===== src/rtl/shake_arb.sv =====
// Round-robin arbiter that shares one SHAKE core among NREQ requesters.
// Define SHAKE_ARB_WATCHDOG_EN to build the RUN-state watchdog and its sticky err flag.
module shake_arb #(
    parameter int NREQ    = 4,
    parameter int TIMEOUT = 1024
) (
    input  logic                    clk,
    input  logic                    rst,
    input  logic [NREQ-1:0]         req,
    input  logic                    core_done,
    output logic [NREQ-1:0]         gnt,
    output logic [$clog2(NREQ)-1:0] gnt_idx,
    output logic                    core_start,
    output logic [NREQ-1:0]         done,
    output logic                    busy,
    output logic                    err
);

    // state   | meaning
    // IDLE    | no grant; arbitrate among pending requests
    // START   | grant loaded, core_start pulsed
    // RUN     | core busy, waiting for core_done (or watchdog)
    // RELEASE | operation over, hold grant until the winner drops req

    localparam int IW = $clog2(NREQ);

    if (NREQ < 2 || NREQ > 8 || TIMEOUT < 1 || TIMEOUT > 65535) begin : g_bad_param
        $error("shake_arb: parameter out of range");
    end

    typedef enum logic [1:0] {IDLE, START, RUN, RELEASE} state_t;

    state_t        state;
    logic [IW-1:0] rr_ptr;
    logic [IW-1:0] pick_idx;
    logic          pick_vld;
    logic [IW-1:0] next_ptr;
    logic          wd_timeout;

    // Scan from the highest offset down so the smallest offset from rr_ptr wins.
    always_comb begin
        pick_vld = 1'b0;
        pick_idx = '0;
        for (int i = NREQ - 1; i >= 0; i--) begin
            if (req[(int'(rr_ptr) + i) % NREQ]) begin
                pick_vld = 1'b1;
                pick_idx = IW'((int'(rr_ptr) + i) % NREQ);
            end
        end
    end

    assign next_ptr = (gnt_idx == IW'(NREQ - 1)) ? '0 : gnt_idx + IW'(1);
    assign busy     = (state != IDLE);

`ifdef SHAKE_ARB_WATCHDOG_EN
    localparam logic [15:0] WD_LAST = 16'(TIMEOUT - 1);

    logic [15:0] wd_cnt;
    logic        err_q;

    // core_done in the same cycle as expiry takes priority over the timeout.
    assign wd_timeout = (state == RUN) && !core_done && (wd_cnt == WD_LAST);
    assign err        = err_q;

    always_ff @(posedge clk) begin
        if (rst) begin
            wd_cnt <= '0;
            err_q  <= 1'b0;
        end else if (state == START) begin
            wd_cnt <= '0;
        end else if (state == RUN) begin
            wd_cnt <= wd_cnt + 16'd1;
            if (wd_timeout)
                err_q <= 1'b1;
        end
    end
`else
    assign wd_timeout = 1'b0;
    assign err        = 1'b0;
`endif

    always_ff @(posedge clk) begin
        if (rst) begin
            state      <= IDLE;
            rr_ptr     <= '0;
            gnt        <= '0;
            gnt_idx    <= '0;
            done       <= '0;
            core_start <= 1'b0;
        end else begin
            done       <= '0;
            core_start <= 1'b0;
            case (state)
                IDLE: begin
                    if (pick_vld) begin
                        gnt        <= NREQ'(1) << pick_idx;
                        gnt_idx    <= pick_idx;
                        core_start <= 1'b1;
                        state      <= START;
                    end
                end
                START: state <= RUN;
                RUN: begin
                    if (core_done) begin
                        done  <= gnt;
                        state <= RELEASE;
                    end else if (wd_timeout) begin
                        state <= RELEASE;
                    end
                end
                RELEASE: begin
                    // The core cannot be aborted, so a request dropped early is honoured only here.
                    if (!req[gnt_idx]) begin
                        gnt     <= '0;
                        gnt_idx <= '0;
                        rr_ptr  <= next_ptr;
                        state   <= IDLE;
                    end
                end
                default: state <= IDLE;
            endcase
        end
    end

endmodule


===== config.mk =====
export PLATFORM = sky130hd
export DESIGN_NAME = shake_arb
export DESIGN_NICKNAME = d
export VERILOG_FILES = /design/src/rtl/shake_arb.sv
export SDC_FILE = /design/constraint.sdc
export NUM_CORES = 1
export LEC_CHECK = 0
export BUFFER_PORTS_ARGS = -buffer_cell sky130_fd_sc_hd__buf_2
export CORE_AREA = 2 2 43 45
export DETAILED_ROUTE_END_ITERATION = 10
export DIE_AREA = 0 0 45 47
export HOLD_SLACK_MARGIN = 0.06
export PLACE_DENSITY_LB_ADDON = 0.15
export SYNTH_ARGS = -nofsm -noshare
export SYNTH_HDL_FRONTEND = slang
export SYNTH_SLANG_ARGS = --single-unit

===== constraint.sdc =====
create_clock -name clk -period 1.9 [get_ports clk]
set_input_delay 0.095 -clock clk [delete_from_list [all_inputs] [get_ports clk]]
set_output_delay 0.095 -clock clk [all_outputs]
set_load 0.02 [all_outputs]

* Yosys cells after proc, flatten, opt, wreduce, memory -nomap -nowiden
Index checks and enable logic that the tools add are counted.
** Word-level totals
- Output and inout bits :: 13
- Input port bits :: 7
- Bits in registers :: 15
** Cells by class
- Mux-type cells :: 32
- Eq/ne operators :: 7
- Shift-type cells :: 1
- Add/sub/neg operators :: 4
- Reduce and logical (&&, ||, !) cells :: 11
- Bitwise logic cells :: 7
- $lt $le $gt $ge :: 5
** Operator list (number)
- $mux 2 :: 9
- $mux 1 :: 13
- $lt 3x4->1 const B :: 3
- $bmux 1 s2 :: 5
- $mux 4 :: 2
- $pmux 2 s4 :: 1
- $pmux 4 s2 :: 1
- $reduce_or 2->1 :: 4
- $eq 2x2->1 const B :: 3
- $lt 2x3->1 const B :: 2
- $ne 2x2->1 const B :: 3
- $reduce_and 3->1 :: 2
- $add 2x1->2 const B :: 2
- $add 2x2->2 const B :: 2
- $not 1->1 :: 4
- $pmux 2 s2 :: 1
- $reduce_bool 2->1 :: 2
- $shl 1x2->4 const A :: 1
- $and 1x1->1 const A :: 3
- $reduce_or 3->1 :: 1
- $eq 2x1->1 const B :: 1
- $logic_not 2->1 :: 1
- $reduce_and 2->1 :: 1

* Longest topological paths before layout
Gate-level depths: netlist (run 1).
- Depth after elaboration :: 13
- Gate-level depth with buffers :: 6
- Mapped depth without buffers :: 6

* Least setup slack after synthesis (run 1)
Ideal clock, no wire load.
- Path type :: reg2reg
- Start point :: reg gnt_idx[1]
- End point :: reg rr_ptr[0]
- Library setup time :: 68 ps
- Arrival time :: 1638 ps
- Stages on the path, launching flop included :: 5
- Required time :: 1832 ps
- Path slack :: 195 ps
- Path buffers :: 0
- Path through :: dfxtp_1 > mux4_2 > nand2b_4 > or3_1 > a21oi_2
** On the way
- Cells in the longest elaborated chain, start to end :: 4
** RTL lines
- from (decl) :: RTL line 12 : output logic [$clog2(NREQ)-1:0] gnt_idx,
- from (signal assigned) :: RTL line 97 : gnt_idx <= pick_idx;
- $bmux 1 s2 :: RTL line 113 : if (!req[gnt_idx]) begin
- $mux 1 (not written as such) :: RTL line 113
- $not 1->1 (no source line)
- $reduce_and 2->1 (no source line)
- to (signal assigned) :: RTL line 116 : rr_ptr <= next_ptr;
- to (decl) :: RTL line 34 : logic [IW-1:0] rr_ptr;
Parallel ways exist; a longest one is shown, timed or not. The select of a mux whose other input is x is not followed.
A chain may end at the register's enable or synchronous reset.

* Worst setup path in the final report (run 1)
- Start point :: reg gnt_idx[0]
- End point :: reg gnt_idx[0]
** On the way
- Cells in the longest elaborated chain, start to end :: 4
** RTL lines (RTL line)
- $bmux 1 s2 :: 113
- $mux 1 (not written as such) :: 113
- $ne 2x2->1 (no source line)
- $reduce_and 3->1 (no source line)
No other way between the ends. The select of a mux whose other input is x is not followed.

==> results.py, run 1 <==
metrics = {
    "run_status": {
        "status": "finished clean",
    },
    "drt": {
        "wl_per_cell_um": 12.1,
        "drc": 0,
        "vias": 675,
        "first_pass_iters": 4,
        "drtIter0Drc": 5,
        "vias_per_cell": 5.58,
        "ant_nets": 0,
        "wirelength_um": 1460,
    },
    "sta": {
        "max_clock_freq_mhz": 604,
        "tns_ps": 0,
        "clock_skew_ps": 2.14,
        "drv_slew": 0,
        "fin_crit_sh_pct": 87.2,
        "hold_violations": 0,
        "fin_crit_ps": 1660,
        "setup_viol": 0,
        "rsz0062_at_grt": "false",
    },
    "finish": {
        "finalNetCount": 117,
        "diodes": 0,
        "drive_above_1_share_pct": 31.7,
        "n_fill_cell": 164,
        "synthToLayoutAreaGrowth_pct": 17.5,
    },
    "die": {
        "ios": 20,
        "fp.dieH_um": 47,
        "rows": 15,
        "die_x_um": 45,
        "fp.dieArea_mm2": 0.00212,
        "start_util_pct": 48.2,
        "core-area_mm2": 0.00165,
    },
    "clocking": {
        "clock_path_buffers": 2,
        "cts.clk_slew.worst_paths_ps": 90,
        "post_cts_buffers": 0,
        "cts_tree": "built",
        "clkLatencyLatePin_ps": 280,
        "post_cts_resized": 0,
        "root_buffer": "clkbuf_4",
        "htree_levels": 1,
        "ctsHoldBuffers": 0,
        "numCtsBuffers": 3,
        "cts_sinks": 15,
    },
    "power_and_ir_drop": {
        "p_leak_nw": 0.422,
        "power.total_mw": 1.05,
        "power_density_mw_per_mm2": 1120,
        "vdd_drop_max_uv": 568,
    },
    "synthesis": {
        "synth_cells": 83,
        "syn_area_per_cell_um2": 9.59,
        "synth_xor_area_share_pct": 0,
        "synth_flop_cell": "dfxtp_1",
        "synth_edf_count": 0,
        "syn_area_um2": 796,
        "synth_mux_area_share_pct": 8.18,
        "yosys_warnings": 0,
        "synthSimpleGateAreaFrac_pct": 21.2,
        "async_flop_share_pct": 0,
        "yosysSeqAreaShare_pct": 37.7,
        "synth_fa_ha_area_share_pct": 7.86,
        "synth_nets": 95,
        "synth_top_area_share_pct": 37.7,
        "synthTopCellsByCount": "dfxtp_1 (15), a21oi_1 (7)",
        "yosysMostFrequentCell": "dfxtp_1",
        "synth_top_area_cell": "dfxtp_1",
        "synth-compound-area-share_pct": 20.8,
        "ys_types": 34,
        "synth_top_family_by_area": "simple AND/OR/NAND/NOR gates",
        "synth_area_leaders": "dfxtp_1 (38%), ha_1 (7.9%), a32o_1 (5.0%), a21oi_1 (4.4%), and2_1 (3.9%)",
        "ys_ff_latch": 15,
    },
    "grt": {
        "antenna_found_initial": 0,
        "grt_pass1_wl_um": 2500,
        "grt_start_max_net_pins": 11,
        "grt_pass1_vias": 579,
        "globalRouteTotalUtil_pct": 16.6,
        "grt_overflow": 0,
    },
    "critical_path": {
        "cp_slowest_stage_delay_ps": 460,
        "slowest_stage": "dfxtp_1",
        "path_cells": "mux2_2, a22oi_2, a31oi_2, a22o_1",
        "critPathLaunchType": "flop",
        "required_ps": 2080,
        "cp-end-kind": "flop",
        "crit_type": "flop to flop",
        "critPathArrivalTime_ps": 1840,
        "crit_fanout": 7,
    },
    "placed_design": {
        "portBuffers": 18,
        "gp_congestion": 0.747,
        "hpwl_um": 1100,
    },
    "flow_run": {
        "drv_cap": 0,
    },
    "min_path": {
        "hp-class": "input pin to flop",
    },
}
cells by family (layout without fill, tap and decap cells):
logic type,Yosys count,in the layout
buffers and inverters,7,28
adder cells (fa/ha/maj),5,5
AND/OR/NAND/NOR,29,29
other,1,1
flip-flops,15,15
multiplexers,5,5
AO/OA/AOI/OAI,21,21
final cells by class:
cell class,count,area [um^2],area share (%)
tap,17,21.3,2.28
clock inverter,1,5.00,0.535
multi-input combinational,61,465,49.8
timing repair buffer,20,105,11.2
clock buffer,3,22.5,2.41
sequential,15,300,32.1
inverter,4,15.0,1.61
cells in the final DEF (no fill, tap or decap), drive strengths merged, types with 3 or more instances in the layout:
master	synthesis	final
a21oi	8	8
a32o	4	4
and2	5	5
buf	1	20
clkbuf	2	3
dfxtp	15	15
ha	5	5
inv	4	4
nand2	5	5
nand2b	3	3
nor2	5	5
state kept, by name, summed over array words and instances, names as in the netlist:
signal	flops
core_start	1
done	4
gnt_idx	2
state	2
gnt	4
rr_ptr	2
per-stage QoR:
step	std cells	hold slack [ps]	utilization (%)	setup WS (ps)	area (um^2)
after global placement	117	390	54.9	294	907
after detailed placement	117	395	54.9	267	907
final	121	92.3	56.6	244	935
after floorplan	83	273	-	195	796
after global routing	121	89.2	56.6	139	935
after CTS	121	87.9	56.6	234	935
routing by layer:
layer / wire (um) / vias up / global-route usage (%)
li1: - / 344 / -
met5: 0 / - / 0
met4: 12 / 0 / 8.82
met3: 56 / 2 / 3.46
met2: 682 / 15 / 26.6
met1: 707 / 314 / 21.1
power breakdown:
part           internal [mW]  total, mW  switching, mW
sequential             0.370      0.412         0.0422
clock                 0.0781      0.185          0.107
combinational          0.193      0.451          0.258
total                  0.641       1.05          0.407
worst max-delay path, delay by kind of cell, from the launching register on:
family | cells | cell delay [ps]
compound gates | 3 | 720
mux | 1 | 390
flops | 1 | 460
final timing paths:
path | cells past startpoint | start | endpoint | slack, ps
worst max-delay path | 4 | gnt_idx[0] | gnt_idx[0] | 240
worst max register to register | 4 | gnt_idx[0] | gnt_idx[0] | 240
worst min-delay path | 2 | rst | rr_ptr[0] | 90
worst min register to register | 1 | gnt[1] | done[1] | 490
No activity file was read; power rests on OpenSTA's default activity.
==> run 2: changes to the inputs <==
--- a/config.mk
+++ b/config.mk
@@ -6,9 +6,9 @@
 export NUM_CORES = 1
 export LEC_CHECK = 0
 export BUFFER_PORTS_ARGS = -buffer_cell sky130_fd_sc_hd__buf_2
-export CORE_AREA = 2 2 43 45
+export CORE_AREA = 2 2 42 44
 export DETAILED_ROUTE_END_ITERATION = 10
-export DIE_AREA = 0 0 45 47
+export DIE_AREA = 0 0 44 46
 export HOLD_SLACK_MARGIN = 0.06
 export PLACE_DENSITY_LB_ADDON = 0.15
 export SYNTH_ARGS = -nofsm -noshare
==> constraint.sdc (replaced) <==
create_clock -name clk -period 2.1 [get_ports clk]
set_input_delay 0.105 -clock clk [delete_from_list [all_inputs] [get_ports clk]]
set_output_delay 0.105 -clock clk [all_outputs]
set_load 0.02 [all_outputs]
==> run 2 against run 1 <==
Clock-buffer cell count stayed put. Cell count is 0.83% lower. Clock power is 12% lower. Flip-flop and latch count stayed put. Combinational power is 10% lower. Routed wire length is 0.27% higher. Register-to-register slack better by 180 ps. Power is 9.9% lower. Clock skew hardly changed. Sequential power is 9.0% lower. Highest routed layer is now met3. Largest cell class unchanged. Critical path depth stayed put.
==> results.py, run 2 (synthesized netlist as in run 1, its figures left out) <==
metrics = {
    "critical_path": {
        "path_cells": "mux4_2, nand2b_4, or3_1, a21oi_2",
        "timing.rr.start": "gnt_idx[1]",
        "cpLargestDelayFamily": "multiplexers",
        "critPathArrivalTime_ps": 1900,
        "required_ps": 2320,
        "crit_fanout": 7,
        "reg2regPathDepth": 4,
        "path_depth": 4,
        "cp_slowest_stage_delay_ps": 540,
        "cp-end-kind": "flop",
        "crit_type": "flop to flop",
        "path_buf_inv": 0,
        "slowest_stage": "mux4_2",
        "r2r-end": "rr_ptr[0]",
        "r2r_slack_ps": 420,
        "critPathLaunchType": "flop",
    },
    "power_and_ir_drop": {
        "vdd_drop_max_uv": 461,
        "power.total_mw": 0.944,
        "power_density_mw_per_mm2": 1020,
        "p_leak_nw": 0.416,
    },
    "clocking": {
        "cts_sinks": 15,
        "root_buffer": "clkbuf_4",
        "ctsHoldBuffers": 0,
        "cts.clk_slew.worst_paths_ps": 90,
        "numCtsBuffers": 3,
        "cts_tree": "built",
        "clkLatencyLatePin_ps": 280,
        "clock_path_buffers": 2,
        "post_cts_resized": 0,
        "htree_levels": 1,
        "post_cts_buffers": 0,
    },
    "min_path": {
        "hp-class": "input pin to flop",
        "hold_start": "rst",
        "hold-path-cell-count": 2,
        "holdPathEnd": "rr_ptr[0]",
    },
    "drt": {
        "ant_nets": 0,
        "wirelength_um": 1460,
        "wl_per_cell_um": 12.2,
        "drtIter0Drc": 10,
        "drc": 0,
        "vias_per_cell": 5.56,
        "first_pass_iters": 4,
        "vias": 667,
    },
    "placed_design": {
        "placed_area_um2": 900,
        "hpwl_um": 1140,
        "gp_congestion": 0.798,
        "portBuffers": 18,
    },
    "die": {
        "core-area_mm2": 0.00161,
        "start_util_pct": 49.3,
        "fp.dieH_um": 46,
        "ios": 20,
        "die_x_um": 44,
        "rows": 15,
        "fp.dieArea_mm2": 0.00202,
    },
    "finish": {
        "fin_util_pct": 57.4,
        "finalNetCount": 116,
        "diodes": 0,
        "n_fill_cell": 169,
        "multi_input_area_um2": 465,
        "finish.instance_area_um2": 927,
        "synthToLayoutAreaGrowth_pct": 16.5,
        "final_common_cell": "buf_2",
        "seq_area_um2": 300,
        "drive_above_1_share_pct": 31.1,
        "most-common-layout-cells": "buf_2 (18), dfxtp_1 (15), a21oi_1 (7)",
        "top_regs": "done (4), gnt (4)",
    },
    "sta": {
        "setup_viol": 0,
        "drv_slew": 0,
        "max_clock_freq_mhz": 597,
        "clock_skew_ps": 1.72,
        "fin_crit_sh_pct": 79.8,
        "rsz0062_at_grt": "false",
        "hold_violations": 0,
        "fin_crit_ps": 1680,
        "tns_ps": 0,
    },
    "run_status": {
        "status": "finished clean",
    },
    "grt": {
        "grt_overflow": 0,
        "grt_pass1_wl_um": 2430,
        "grt_pass1_vias": 560,
        "grt_start_max_net_pins": 11,
        "antenna_found_initial": 0,
        "globalRouteTotalUtil_pct": 16.7,
    },
    "flow_run": {
        "drv_cap": 0,
    },
}
[run 2: changes by cell type in the layout (fill, tap and decap cells not counted), sizes merged]
cell	delta
buf	-1
[run 2: routing by layer]
layer | track usage (%) | wire length, um | vias up
met1 | 21.5 | 651 | 310
met3 | 3.57 | 103 | 0
met2 | 27.9 | 708 | 19
li1 | - | - | 338
met5 | 0 | 0 | -
met4 | 5.45 | 0 | 0
[run 2: final cells by class]
cell class                 count  share of cell area (%)
tap                           17                    2.29
clock inverter                 1                   0.540
timing repair buffer          19                    10.5
multi-input combinational     61                    50.2
inverter                       4                    1.62
clock buffer                   3                    2.43
sequential                    15                    32.4
[run 2: through the flow]
step           hold slack [ps]  worst slack (ps)  std cells
6_report                   106               424        120
3_5_place_dp               403               452        116
5_1_grt                    117               328        120
4_1_cts                    103               420        120
3_3_place_gp               402               452        116
2_1_floorplan              283               395         83
[run 2: worst max-delay path by stage]
stage / start / slack [ps] / end
final: gnt_idx[1] / 420 / rr_ptr[0]
after global routing: gnt_idx[1] / 330 / rr_ptr[0]
after CTS: gnt_idx[1] / 420 / rr_ptr[0]
after detailed placement: gnt_idx[1] / 450 / rr_ptr[0]
after global placement: gnt_idx[1] / 450 / rr_ptr[0]
after floorplan: gnt_idx[1] / 390 / rr_ptr[0]
[run 2: report_power, final]
part / switching [mW] / total, mW / internal [mW] / leakage [nW]
Clock: 0.0930 / 0.163 / 0.0705 / 0.0177
Combinational: 0.233 / 0.405 / 0.173 / 0.276
Sequential: 0.0409 / 0.375 / 0.335 / 0.122
==> run 3: changes to the inputs <==
--- a/config.mk
+++ b/config.mk
@@ -5,10 +5,11 @@
 export SDC_FILE = /design/constraint.sdc
 export NUM_CORES = 1
 export LEC_CHECK = 0
+export ABC_AREA = 1
 export BUFFER_PORTS_ARGS = -buffer_cell sky130_fd_sc_hd__buf_2
-export CORE_AREA = 2 2 42 44
+export CORE_AREA = 2 2 48 50
 export DETAILED_ROUTE_END_ITERATION = 10
-export DIE_AREA = 0 0 44 46
+export DIE_AREA = 0 0 50 52
 export HOLD_SLACK_MARGIN = 0.06
 export PLACE_DENSITY_LB_ADDON = 0.15
 export SYNTH_ARGS = -nofsm -noshare
==> constraint.sdc (replaced) <==
create_clock -name clk -period 1.5 [get_ports clk]
set_input_delay 0.075 -clock clk [delete_from_list [all_inputs] [get_ports clk]]
set_output_delay 0.075 -clock clk [all_outputs]
set_load 0.02 [all_outputs]
==> run 3 against run 2 <==
Fmax rose by 14%. Setup slack lost 400 ps. First-iteration DRC count is 40% higher.
==> results.py, run 3 <==
metrics = {
    "run_status": {
        "status": "finished clean",
    },
    "grt": {
        "antenna_found_initial": 0,
        "grt_pass1_wl_um": 3230,
        "grt_overflow": 0,
        "grt_start_max_net_pins": 11,
        "grt_pass1_vias": 771,
        "globalRouteTotalUtil_pct": 16.3,
    },
    "synthesis": {
        "synth_top_area_cell": "dfxtp_1",
        "synth_nets": 151,
        "synth_area_leaders": "dfxtp_1 (33%), nand2_1 (16%), inv_1 (7.8%), a21oi_1 (7.7%), ha_1 (6.8%)",
        "yosysSeqAreaShare_pct": 32.8,
        "ys_ff_latch": 15,
        "synth_top_area_share_pct": 32.8,
        "yosysMostFrequentCell": "nand2_1",
        "synth_edf_count": 0,
        "synthTopCellsByCount": "nand2_1 (38), inv_1 (19), dfxtp_1 (15)",
        "synth_flop_cell": "dfxtp_1",
        "synth_cells": 139,
        "syn_area_per_cell_um2": 6.58,
        "yosys_warnings": 0,
        "ys_types": 20,
        "async_flop_share_pct": 0,
        "syn_area_um2": 915,
    },
    "critical_path": {
        "crit_fanout": 4,
        "cp-end-kind": "flop",
        "critPathLaunchType": "flop",
        "required_ps": 1730,
        "crit_type": "flop to flop",
        "critPathArrivalTime_ps": 1700,
    },
    "placed_design": {
        "portBuffers": 18,
        "place_inst": 185,
        "hpwl_um": 1560,
        "gp_congestion": 0.791,
    },
    "sta": {
        "fin_crit_sh_pct": 98.2,
        "hold_slack_ps": 130,
        "rsz0062_at_grt": "true",
        "clock_skew_ps": 4.77,
        "fin_crit_ps": 1470,
        "drv_slew": 0,
        "hold_violations": 0,
        "max_clock_freq_mhz": 679,
        "setup_viol": 0,
    },
    "die": {
        "core-area_mm2": 0.00211,
        "fp.dieH_um": 52,
        "fp.dieArea_mm2": 0.00260,
        "ios": 20,
        "start_util_pct": 43.4,
        "die_x_um": 50,
        "rows": 17,
    },
    "flow_run": {
        "drv_cap": 0,
    },
    "clocking": {
        "clkLatencyLatePin_ps": 290,
        "numCtsBuffers": 3,
        "root_buffer": "clkbuf_4",
        "cts_sinks": 15,
        "cts.clk_slew.worst_paths_ps": 100,
        "htree_levels": 1,
        "cts_tree": "built",
        "clock_path_buffers": 2,
    },
    "finish": {
        "drive_above_1_share_pct": 42.4,
        "most-common-layout-cells": "nand2_1 (23), nand2_2 (20), inv_1 (19), buf_2 (18), dfxtp_1 (12)",
        "fin_util_pct": 58.3,
        "final_common_cell": "nand2_1",
        "finalNetCount": 178,
        "synthToLayoutAreaGrowth_pct": 34.2,
        "top_regs": "done (4), gnt (4)",
        "diodes": 0,
        "finalNonFillerCells": 193,
    },
    "min_path": {
        "hp-class": "input pin to flop",
    },
    "power_and_ir_drop": {
        "power.total_mw": 1.96,
        "power_density_mw_per_mm2": 1600,
        "p_leak_nw": 0.586,
        "vdd_drop_max_uv": 853,
    },
    "drt": {
        "drc": 0,
        "vias_per_cell": 4.90,
        "first_pass_iters": 4,
        "wirelength_um": 2250,
        "drtIter0Drc": 14,
        "vias": 946,
        "ant_nets": 0,
        "wl_per_cell_um": 11.6,
    },
}
-- run 3: cell count changes in the layout (fill, tap and decap cells not counted), sizes merged, moves of 3 or more --
cell    before  now
nand2        5   44
o21ai        0    9
a21oi        8   14
buf         19   24
nor2         5   14
nand3        1   12
inv          4   21
and2         5    0
nand2b       3    0
a32o         4    0
-- run 3: worst max-delay path: stages, from the launching register on --
cell	delay [ps]
dfxtp_2	350
buf_4	160
o21ai_4	160
nand2_2	80
nand3_1	80
nand2_1	90
a21oi_4	170
buf_4	140
nand3_1	70
a21oi_1	120
-- run 3: cells by family (layout without fill, tap and decap cells) --
family,after synthesis,after routing,share of synthesized area (%)
compound gates,23,23,13.0
simple gates,71,71,35.8
flops,15,15,32.8
fa+ha+maj,5,5,6.84
other cells,1,1,0.410
buf+inv,24,50,11.1
-- run 3: worst paths after layout --
| path | slack [ps] | cells past startpoint | to | startpoint |
|---|---|---|---|---|
| setup / recovery | 30 | 9 | gnt[1] | rr_ptr[0] |
| hold / removal | 130 | 3 | done[3] | core_done |
| setup reg to reg | 30 | 9 | gnt[1] | rr_ptr[0] |
| hold reg to reg | 440 | 2 | done[2] | gnt[2] |
-- run 3: per-layer routing --
metal	wire length, um	vias to the layer above	track usage (%)	part of all wire [%]
met5	0	-	0	0
met4	55	0	8.33	2.4
met3	58	7	1.72	2.6
met2	1210	15	28.9	54
met1	927	442	19.4	41
li1	-	482	-	-
-- run 3: layout make-up --
cell class / instances / area [um^2]
clock inverter: 1 / 5.00
timing repair buffer: 25 / 149
sequential: 15 / 307
tap: 28 / 35.0
multi-input combinational: 100 / 628
inverter: 21 / 81.3
clock buffer: 3 / 22.5
fill: 210 / 878
-- run 3: through the flow --
step	area (um^2)	setup WS (ps)	TNS, ps
floorplan	915	154	0
global placement	1040	19.0	0
detailed placement	1040	13.0	0
CTS	1080	0.487	0
global route	1230	-75.9	-413
finish	1230	27.5	0
-- run 3: report_power, final --
part | internal [mW] | total, mW | switching, mW
clock network | 0.0993 | 0.241 | 0.142
registers | 0.497 | 0.580 | 0.0831
logic | 0.416 | 1.14 | 0.722
-- run 3: what timing repair did --
| item | CTS | global route |
|---|---|---|
| gates cloned | 0 | 1 |
| setup endpoints to repair | 1 | 8 |
| gates resized for setup | 2 | 35 |
| pin swaps | 1 | 6 |
| endpoints found under the hold margin | 7 | 0 |
| buffers inserted | 0 | 2 |
| hold buffers | 1 | 0 |
